### src/rtl/extend_sign_if.sv
// Immediate-extension bus: decoded immediate field and mode in, registered 32-bit operand out.
//   in        [15:0] immediate field from the instruction
//   mode      [1:0]  00 sign, 01 zero, 10 upper, 11 branch offset
//   in_valid         qualifies in/mode for this cycle
//   out       [31:0] registered extended operand
//   out_valid        out holds a result captured from a valid input
//   out_neg          registered copy of out[31]
//   out_zero         registered, out is all zeros
interface extend_sign_if;
  localparam int unsigned IN_W  = 16;
  localparam int unsigned OUT_W = 32;

  logic [IN_W-1:0]  in;
  logic [1:0]       mode;
  logic             in_valid;
  logic [OUT_W-1:0] out;
  logic             out_valid;
  logic             out_neg;
  logic             out_zero;

  // Decoder side drives the immediate and consumes the operand.
  modport master (
    output in, mode, in_valid,
    input  out, out_valid, out_neg, out_zero
  );

  // Extension unit side.
  modport slave (
    input  in, mode, in_valid,
    output out, out_valid, out_neg, out_zero
  );
endinterface

### src/rtl/extend_sign.sv
// Immediate-extension unit: turns a 16-bit immediate into a registered 32-bit
// ALU / address / branch-target operand, one clock after a valid input.
//   clk   system clock, rising edge
//   rst   asynchronous active-low reset
//   bus   extend_sign_if.slave (in, mode, in_valid -> out, out_valid, out_neg, out_zero)
module extend_sign (
  input  logic              clk,
  input  logic              rst,
  extend_sign_if.slave      bus
);
  localparam int unsigned IN_W  = 16;
  localparam int unsigned OUT_W = 32;

  localparam logic [1:0] MODE_SIGN   = 2'b00;
  localparam logic [1:0] MODE_ZERO   = 2'b01;
  localparam logic [1:0] MODE_UPPER  = 2'b10;
  localparam logic [1:0] MODE_BRANCH = 2'b11;

  logic [OUT_W-1:0] w_ext;
  logic [OUT_W-1:0] r_out;
  logic             r_out_valid;
  logic             r_out_neg;
  logic             r_out_zero;

  // Extension mux; pure bit manipulation, no arithmetic.
  always_comb begin
    w_ext = '0;
    unique case (bus.mode)
      MODE_SIGN:   w_ext = {{(OUT_W-IN_W){bus.in[IN_W-1]}}, bus.in};
      MODE_ZERO:   w_ext = {{(OUT_W-IN_W){1'b0}}, bus.in};
      MODE_UPPER:  w_ext = {bus.in, {(OUT_W-IN_W){1'b0}}};
      MODE_BRANCH: w_ext = {{(OUT_W-IN_W-2){bus.in[IN_W-1]}}, bus.in, 2'b00};
      default:     w_ext = '0;
    endcase
  end

  // Operand and flags load on valid, hold otherwise; out_valid is a one-cycle strobe.
  always_ff @(posedge clk or negedge rst) begin
    if (!rst) begin
      r_out       <= '0;
      r_out_valid <= 1'b0;
      r_out_neg   <= 1'b0;
      r_out_zero  <= 1'b1;
    end else begin
      r_out_valid <= bus.in_valid;
      if (bus.in_valid) begin
        r_out      <= w_ext;
        r_out_neg  <= w_ext[OUT_W-1];
        r_out_zero <= (w_ext == '0);
      end
    end
  end

  assign bus.out       = r_out;
  assign bus.out_valid = r_out_valid;
  assign bus.out_neg   = r_out_neg;
  assign bus.out_zero  = r_out_zero;
endmodule

### src/flat_wrapper.sv
// flat-port wrapper written by rule: the top's interface ports become plain ports
module extend_sign_flat 
  (clk, rst, bus_in, bus_mode, bus_in_valid, bus_out, bus_out_valid, bus_out_neg, bus_out_zero);
  extend_sign_if bus_i ();
  input  logic clk;
  input  logic rst;
  input wire logic [$bits(bus_i.in)-1:0] bus_in;
  input wire logic [$bits(bus_i.mode)-1:0] bus_mode;
  input wire logic [$bits(bus_i.in_valid)-1:0] bus_in_valid;
  output wire logic [$bits(bus_i.out)-1:0] bus_out;
  output wire logic [$bits(bus_i.out_valid)-1:0] bus_out_valid;
  output wire logic [$bits(bus_i.out_neg)-1:0] bus_out_neg;
  output wire logic [$bits(bus_i.out_zero)-1:0] bus_out_zero;
  assign bus_i.in = bus_in;
  assign bus_i.mode = bus_mode;
  assign bus_i.in_valid = bus_in_valid;
  assign bus_out = bus_i.out;
  assign bus_out_valid = bus_i.out_valid;
  assign bus_out_neg = bus_i.out_neg;
  assign bus_out_zero = bus_i.out_zero;
  extend_sign u_core (.clk(clk), .rst(rst), .bus(bus_i));
endmodule
### config.mk
export PLATFORM = sky130hd
export DESIGN_NAME = extend_sign_flat
export DESIGN_NICKNAME = d
export VERILOG_FILES = /design/src/rtl/extend_sign_if.sv /design/src/rtl/extend_sign.sv /design/src/flat_wrapper.sv
export SDC_FILE = /design/constraint.sdc
export NUM_CORES = 1
export LEC_CHECK = 0
export CORE_UTILIZATION = 35
export DETAILED_ROUTE_END_ITERATION = 10
export GPL_TIMING_DRIVEN = 0
export PLACE_DENSITY = 0.67
export SETUP_SLACK_MARGIN = 0.15
export SLEW_MARGIN = 30
export SYNTH_ARGS = -nofsm -noshare
export SYNTH_HDL_FRONTEND = slang
export SYNTH_SLANG_ARGS = --single-unit
### constraint.sdc
create_clock -name clk -period 0.8 [get_ports clk]
set_input_delay 0.16 -clock clk [delete_from_list [all_inputs] [get_ports clk]]
set_output_delay 0.16 -clock clk [all_outputs]
set_load 0.1 [all_outputs]
==> metrics, run 1 <==
status complete, but fails checks; failing checks negative hold slack, negative setup slack; I/O pins 56; Sum Neg Setup Slack -18.34 ns; Layout fillers 215; CTS H-Tree Depth 2; crit path buf inv count 1; Post-synth EDFFs 0; Sinks on Clock Net 34; crit end category register; synth warn 0; slowest stage delay, CP around 0.5 ns; crit path DAT 1.47 ns; crit path max fanout 5; grt ovf 0; highest-count cells in the layout ignoring fill and taps buf_12 (37), dfrtp_4 (33), nor2_1 (31), buf_6 (21), a21oi_2 (16); synthesis-stage register bit count 34; ys flop type dfrtp_1; Async S/R FF share, synth 100%; Die Ht 70.9 microns; vias per std cell 5.46; Final ANT Viol Nets 0; Placer Congestion roughly 0.84; ant diodes 0; drt total wl 6340 microns; Final min period between 1 and 1.5 ns; internal power 4.01 mW; vias in the first global route 1895; pwr dens 1870 nW/um^2; Initial Utilization between 30% and 40%; DR WL/cell 18.7 microns; Syn Area/Cell 8.78 sq um; first-pass GRT wire length 9520 microns; Final period util 158%; Iter 0 DRT Violations around 140; total leakage power around 1.5 nW; Sw Ratio about two fifths; Max-slew headroom 72.8%; Pre-antenna DRT Iters 6; largest net degree at the start of global routing 20; RSZ-0062 raised after global routing yes; CTS buffer count 5; maximum clock frequency 789 MHz; final core utilization 82.5%; Syn Nets 210; R2R setup slack -0.23 ns; Least-Margin Pin Slew a little over 0.4 ns; initial antenna violation count 0; die area ~5000 sq um; Post-Synthesis Cell Area 1660 sq um; Reg2Reg Depth 3; placed cell areas 2440 sq um; worst min-delay path class primary input to async pin; VDD IR-drop max roughly 1.1 mV; CP Cell Sequence clkdlybuf4s15_2 -> nor3_4 -> a31oi_1 -> or4b_4 -> o32ai_2; Worst Path Required 1.01 ns; worst reg2reg endpoint u_core.bus.out[18]; number of distinct library cells after synthesis 29; Core Box Area between 4000 and 5000 sq um; gr usage total around a quarter; startpoint types primary input; Layout Nets between 300 and 400; Setup WS post-layout -0.467 ns; register share of total power between 30% and 40%; die width around 70 microns; Pins Over Slew Limit 0; layout cells sized above 1 around two thirds; via count 1855; CTS tree built; PortBufs 54; switching power 2.84 mW; design area between 3000 and 4000 sq um; crit-path leading delay family simple AND/OR/NAND/NOR gates; register area share after synthesis 51.3%; Clock Latency Late Sink 0.29 ns; reg2reg start u_core.bus.out[18]; # DRC 0; Slowest-stage cell, CP or4b_4; clock slew at reported path FFs 0.07 ns; Clock Path Buffers 2; dpl hpwl 3340 microns; most common cell after layout, fill and taps aside buf_12; # rows 24; Syn-to-layout area delta 121%; Max Cap Viol 0; Setup Viol. Count Final between 60 and 70; Clock power frac between 15 and 20%; synthesized netlist cell count 189; final hold viol count 15; Setup CP Type primary input to register; root buffer cell clkbuf_8; WHS -0.209 ns; proportion of power drawn by combinational gates 48.5%; clock skew 0 ns
==> layout make-up <==
type | instances | area [sq um] | area share (%)
Timing Repair Buffer | 91 | 1260 | 34.2
Multi-Input combinational cell | 135 | 1040 | 28.4
Sequential cell | 34 | 976 | 26.6
Buffer | 16 | 223 | 6.07
Clock buffer | 7 | 86.3 | 2.35
Tap cell | 52 | 65.1 | 1.77
Inverter | 4 | 15.0 | 0.409
Clock inverter | 1 | 5.00 | 0.136
==> through the flow <==
stage               cells  setup WS [ns]  hold slack (ns)  power (mW)
global placement      295          -1.32            0.490        4.45
finish                340         -0.467           -0.209        6.85
global route          340         -0.514           -0.180        7.07
detailed placement    296          -1.25            0.116        4.48
floorplan             189         -0.666           -0.136        3.84
CTS                   332         -0.446           -0.185        6.59
==> worst max-delay path by stage <==
stage / start / end / slack [ns] / cells past startpoint
final: bus_in[13] / u_core.bus.out_zero / -0.47 / 5
after global routing: bus_in[13] / u_core.bus.out_zero / -0.51 / 5
after detailed placement: bus_mode[0] / u_core.bus.out_zero / -1.25 / 7
after floorplan: bus_mode[1] / u_core.bus.out_zero / -0.67 / 7
after global placement: rst / u_core.bus.out[16] / -1.32 / 1
after CTS: u_core.bus.out_neg / bus_out[31] / -0.45 / 2
==> kinds of logic (layout without fill, tap and decap cells) <==
family,count (synthesis),count (layout),synth area share [%]
flip-flops,34,34,51.3
multiplexers,2,2,1.28
buffers and inverters,20,119,5.73
AND/OR/NAND/NOR,77,77,21.9
AO/OA/AOI/OAI,56,56,19.8
==> Yosys cell counts (2+ instances only) <==
| master | instances | share of area (%) |
|---|---|---|
| o21a_1 | 2 | 0.90 |
| a31oi_1 | 15 | 5.7 |
| a21oi_1 | 29 | 8.7 |
| nor3_1 | 5 | 1.5 |
| dfrtp_1 | 33 | 50 |
| inv_1 | 4 | 0.90 |
| o21ai_1 | 4 | 1.2 |
| nor4_1 | 2 | 0.75 |
| nor2b_1 | 15 | 5.7 |
| nor2_1 | 34 | 7.7 |
| clkbuf_1 | 12 | 2.7 |
| nand3b_1 | 2 | 0.90 |
| buf_6 | 2 | 1.4 |
| nand2_1 | 15 | 3.4 |
==> metal layers <==
metal	part of all wire, %	GRT usage [%]	vias up
met5	0	0	-
met4	1.8	9.78	0
met3	5.0	4.70	14
met2	53	42.5	78
met1	40	31.5	917
li1	-	-	846
==> power groups by stage <==
stage | Clock [mW] | Sequential [mW] | Combinational [mW]
floorplan | 0 | 3.43 | 0.415
global placement | 0 | 2.13 | 2.32
detailed placement | 0 | 2.13 | 2.35
CTS | 1.32 | 2.20 | 3.07
global route | 1.42 | 2.23 | 3.42
finish | 1.33 | 2.20 | 3.32
==> sequential cells by signal, summed over array words and instances, names as in the netlist <==
signal and cells:
u_core.bus.out 31, u_core.bus.out_neg 1, u_core.bus.out_valid 1, u_core.bus.out_zero 1
==> repair_timing <==
action / in CTS / in global routing
hold endpoints to repair: 15 / 15
pin swaps: 38 / 13
setup buffers: 23 / 7
setup endpoints to repair: 68 / 68
gates cloned: 5 / 1
gates resized for setup: 440 / 42
No activity file was read; power rests on OpenSTA's default activity.
==> run 2: changes to the inputs <==
--- a/config.mk
+++ b/config.mk
@@ -5,7 +5,9 @@
 export SDC_FILE = /design/constraint.sdc
 export NUM_CORES = 1
 export LEC_CHECK = 0
+export ABC_AREA = 0
 export CORE_UTILIZATION = 35
+export CTS_CLUSTER_SIZE = 8
 export DETAILED_ROUTE_END_ITERATION = 10
 export GPL_TIMING_DRIVEN = 0
 export PLACE_DENSITY = 0.67
==> results of run 2 <==
No change in the layout: final DEF, timing and power equal those of run 1.
==> run 3: changes to the inputs <==
--- a/config.mk
+++ b/config.mk
@@ -6,12 +6,14 @@
 export NUM_CORES = 1
 export LEC_CHECK = 0
 export ABC_AREA = 0
+export ABC_CLOCK_PERIOD_IN_PS = 1250
 export CORE_UTILIZATION = 35
 export CTS_CLUSTER_SIZE = 8
 export DETAILED_ROUTE_END_ITERATION = 10
 export GPL_TIMING_DRIVEN = 0
 export PLACE_DENSITY = 0.67
 export SETUP_SLACK_MARGIN = 0.15
+export SKIP_CTS_REPAIR_TIMING = 1
 export SLEW_MARGIN = 30
 export SYNTH_ARGS = -nofsm -noshare
 export SYNTH_HDL_FRONTEND = slang
==> constraint.sdc (replaced) <==
create_clock -name clk -period 1.25 [get_ports clk]
set_input_delay 0.25 -clock clk [delete_from_list [all_inputs] [get_ports clk]]
set_output_delay 0.25 -clock clk [all_outputs]
set_load 0.1 [all_outputs]
==> metrics, run 3 (synthesis results as in run 1) <==
status complete, but fails checks; failing checks negative setup slack; Inst Count DP 296 (unchanged); ant diodes 0 (unchanged); crit path max fanout 5 (unchanged); dpl hpwl 3200 microns (-4.3%); layout cells sized above 1 42.3% (-23 points); Slowest-stage cell, CP or4b_4; Syn-to-layout area delta 80.6%; Initial Utilization 37.4% (unchanged); root buffer cell clkbuf_8; slowest stage delay, CP 0.55 ns (+0.05 ns); Die Ht 70.9 microns (unchanged); reg2reg start u_core.bus.out_neg; Worst Min Path Start bus_in_valid; Clock Latency Late Sink 0.28 ns (about the same); Worst setup startpoint bus_mode[1]; final hold viol count 0 (-15); clock skew 0 ns (unchanged); drt total wl 4960 microns (-22%); most common cell after layout, fill and taps aside buf_12; # rows 24 (unchanged); startpoint types primary input; die area 5020 sq um (unchanged); Final ANT Viol Nets 0 (unchanged); Iter 0 DRT Violations 116 (-15%); grt ovf 0 (unchanged); Pre-antenna DRT Iters 6 (unchanged); Layout Nets 280 (-9.1%); via count 1651 (-11%); Worst Path Required 1.45 ns (+0.44 ns); PortBufs 54 (unchanged); Final period util 115%; CTS tree built; DR WL/cell 15.9 microns (-15%); pwr dens 1370 nW/um^2 (-27%); gr usage total 18.6% (-6.4 points); Setup Viol. Count Final 3 (-96%); Sinks on Clock Net 34 (unchanged); R2R setup slack 0.37 ns (+0.60 ns); Sum Neg Setup Slack -0.288 ns (+18.05 ns); Clock Path Buffers 2 (unchanged); Post-Place Worst Slack -0.909 ns (+0.338 ns); Final min period 1.43 ns; Core Box Area 4440 sq um (unchanged); maximum clock frequency 698 MHz; vias in the first global route 1478 (-22%); vias per std cell 5.29 (-3.0%); Placer Congestion 0.815 (-3.2%); Max Cap Viol 0 (unchanged); highest-count cells in the layout ignoring fill and taps buf_12 (37), nor2_1 (32), dfrtp_2 (32), a21oi_1 (28); fin cells 312 (-8.2%); Least-Margin Pin Slew 0.442 ns (+0.0342 ns); clock slew at reported path FFs 0.07 ns (about the same); Setup CP Type primary input to register; CP Cell Sequence buf_12 -> and2_4 -> buf_6 -> a21oi_2 -> nand2_1 -> or4b_4 -> o32ai_2; Max-slew headroom 70.5% (-2.3 points); # DRC 0 (unchanged); Pins Over Slew Limit 0 (unchanged); crit end category register; RSZ-0062 raised after global routing yes; crit path DAT 1.63 ns (+0.16 ns); worst min-delay path class primary input to register; CTS buffer count 5 (unchanged); I/O pins 56 (unchanged); first-pass GRT wire length 7130 microns (-25%); initial antenna violation count 0 (unchanged); total leakage power 1.33 nW (-8.5%); CTS H-Tree Depth 2 (unchanged); die width 70.9 microns (unchanged); max FFs per register 31 (unchanged); largest net degree at the start of global routing 24 (+20%); Setup WS post-layout -0.182 ns (+0.285 ns); Design Power 4.11 mW (-40%); VDD IR-drop max 0.712 mV (-33%)
run 3: cell types whose count changed in the layout (fill, tap and decap cells not counted), sizes merged:
cell / delta
clkbuf: +4
clkdlybuf4s15: -3
dlymetal6s2s: +15
clkdlybuf4s50: +1
dlygate4sd2: -8
buf: -37
dlygate4sd3: +1
clkinv: -1
run 3: path summary, 6_finish.rpt:
path	end	depth (start not counted)
min in group asynchronous	u_core.bus.out_valid	2
worst min-delay path	u_core.bus.out_valid	1
worst max-delay path	u_core.bus.out_zero	7
worst min register to register	u_core.bus.out[14]	1
worst max register to register	u_core.bus.out_neg	1
max in group asynchronous	u_core.bus.out_zero	3
run 3: critical path, delay by kind of cell:
kind                   cells  cell delay (ns)
AO/OA/AOI/OAI              2             0.38
buffers and inverters      2             0.22
AND/OR/NAND/NOR            3             0.77
run 3: per-stage QoR:
step           hold slack [ns]  area, sq um  utilization (%)
2_1_floorplan          -0.0456         1720                -
3_3_place_gp             0.477         2330             52.4
3_5_place_dp             0.161         2350             52.9
4_1_cts                 -0.150         2460             55.4
5_1_grt                  0.136         3000             67.5
6_report                 0.129         3000             67.5
run 3: cell type report:
class	count	area [sq um]
fill	333	1450
timing repair buffer	63	1040
sequential	34	896
multi-input combinational	135	754
buffer	16	119
clock buffer	8	110
tap	52	65.1
inverter	4	15.0
run 3: power breakdown:
part           internal [mW]  switching (mW)
sequential              1.23           0.125
clock                  0.556           0.387
combinational          0.655            1.15
run 3: routing by layer:
layer / share of wire, % / vias to the layer above / track usage [%]
li1: - / 787 / -
met1: 45 / 797 / 24.7
met4: 1.7 / 0 / 8.67
met2: 48 / 60 / 28.1
met3: 5.0 / 7 / 5.27
met5: 0 / - / 0
==> patch, RTL diff (config.mk and constraints of run 2) <==
`OUT_W` is set to 32 in 2 places; all go to 36.
--- a/src/rtl/extend_sign_if.sv
+++ b/src/rtl/extend_sign_if.sv
@@ -9,5 +9,5 @@
 interface extend_sign_if;
   localparam int unsigned IN_W  = 16;
-  localparam int unsigned OUT_W = 32;
+  localparam int unsigned OUT_W = 36;
 
   logic [IN_W-1:0]  in;
--- a/src/rtl/extend_sign.sv
+++ b/src/rtl/extend_sign.sv
@@ -10,5 +10,5 @@
 );
   localparam int unsigned IN_W  = 16;
-  localparam int unsigned OUT_W = 32;
+  localparam int unsigned OUT_W = 36;
 
   localparam logic [1:0] MODE_SIGN   = 2'b00;
Ports: changed (resized bus_out); port bits go from 56 to 60. No check against the original RTL was run, so the function may have changed too.
==> patch against run 2 <==
- the flow still finishes with violations (hold timing, setup timing)
- worst setup slack got worse by 0.0081 ns
- wire length increased by 2.1%
- critical path depth fell by 4
- via count grew 4.7%
- sequential cell count grew 2
- synthesized area up 7.5%
- final area is 6.0% higher
- total power grew 8.9%
- critical path type is now reg2out
- critical endpoint is now bus_out_zero
- largest power group unchanged
==> patch: results (changes against run 2) <==
run_status:
  status: "finished, violations left"  # unchanged
  violations: "hold timing, setup timing"  # unchanged
worst_setup_path:
  cp_max_fo: 2  # was 5
  ff2ff_setup_slack_ns: -0.29  # was -0.23 ns
  worstPathArrival_ns: 1.11  # was 1.47 ns
  cp_top_family: "flip-flops"  # was simple AND/OR/NAND/NOR gates
  slowest_stage: "dfstp_4"  # was or4b_4
placement:
  dp_cells: 329  # was 296
  gp_congestion: 0.875  # was 0.841
  port_buffers: 59  # was 54
  detailed_place_hpwl_um: 3640  # was 3340 um
timing:
  fin_tns_setup_ns: -14.43  # was -18.34 ns
  fin_ws_ns: -0.475  # was -0.467 ns
  hold_viol_final: 13  # was 15
  setup_viol: 52  # was 67
  hold_ws_ns: -0.211  # was -0.209 ns
finish:
  fin_nets: 318  # was 308
  drive_gt1_share_pct: 69.1  # was 65.3%
  largest_register_ffs: 33  # was 31
route:
  wl_per_cell_um: 17.7  # was 18.7 um
  drt_iter0_drc: 79  # was 137
  vias_per_cell: 5.32  # was 5.46
logic_synthesis:
  synth_area_leaders: "dfrtp_1, a21oi_1, nor2_1, nor2b_1, a31oi_1"  # was dfrtp_1, a21oi_1, nor2_1, a31oi_1, nor2b_1
  synth_cell_type_count: 31  # was 29
  ys_top_cells_by_count: "dfrtp_1, nor2_1, a21oi_1"  # was nor2_1, dfrtp_1, a21oi_1
  synth_fp_nets: 223  # was 210
  syn_inst: 202  # was 189
grt:
  grtUsageMet3_pct: 5.76  # was 4.70%
  grt_pass1_vias: 1906  # was 1895
  grt_util_all_layers_pct: 23.7  # was 25.0%
  grt_pass1_wl_um: 9550  # was 9520 um
  grt_use_met2_pct: 39.8  # was 42.5%
  grtUsageMet1_pct: 30.1  # was 31.5%
  grt_max_degree: 23  # was 20
power_and_ir_drop:
  powerSeq_mw: 2.39  # was 2.20 mW
  pg_clk_mw: 1.46  # was 1.33 mW
  vdd_ir_drop_max_v: 0.00104  # was 0.00106 V
  leakage_nw: 1.53  # was 1.46 nW
-- patch: kinds of logic after synthesis --
group / after synthesis / share of synthesized area (%)
AND/OR/NAND/NOR: 85 / 23.3
AO/OA/AOI/OAI: 57 / 18.6
flip-flops: 36 / 50.5
buffers and inverters: 23 / 6.94
multiplexers: 1 / 0.561
-- patch: final timing paths --
check / startpoint / cells past startpoint / to
max: u_core.bus.out_zero$_DFFE_PN1P_ / 1 / bus_out_zero
min: rst / 1 / u_core.bus.out[19]$_DFFE_PN0P_
max reg2reg: u_core.bus.out_zero$_DFFE_PN1P_ / 4 / u_core.bus.out_zero$_DFFE_PN1P_
min reg2reg: u_core.bus.out[15]$_DFFE_PN0P_ / 2 / u_core.bus.out[15]$_DFFE_PN0P_
max in group asynchronous: rst / 2 / u_core.bus.out[13]$_DFFE_PN0P_
min in group clk: bus_in[6] / 3 / u_core.bus.out[26]$_DFFE_PN0P_
-- patch: cell type report --
class | count | area, um^2
Timing Repair Buffer | 88 | 1310
Tap cell | 67 | 83.8
Fill cell | 303 | 930
Sequential cell | 36 | 1040
Inverter | 5 | 18.8
Multi-Input combinational cell | 143 | 1120
Buffer | 18 | 213
Clock buffer | 8 | 100
-- patch: timing repair --
| item | 4_1_cts | 5_1_grt |
|---|---|---|
| setup buffers | 15 | 8 |
| setup endpoints to repair | 74 | 74 |
| pin swaps | 15 | 13 |
| cloned | 3 | 1 |
| endpoints found under the hold margin | 14 | 13 |
| resized for setup | 442 | 83 |
-- patch: per-layer routing --
metal  part of all wire [%]  vias to the layer above
met5                      0                        -
met4                    2.3                        0
met1                     43                      981
li1                       -                      884
met3                    4.5                       14
met2                     50                       64
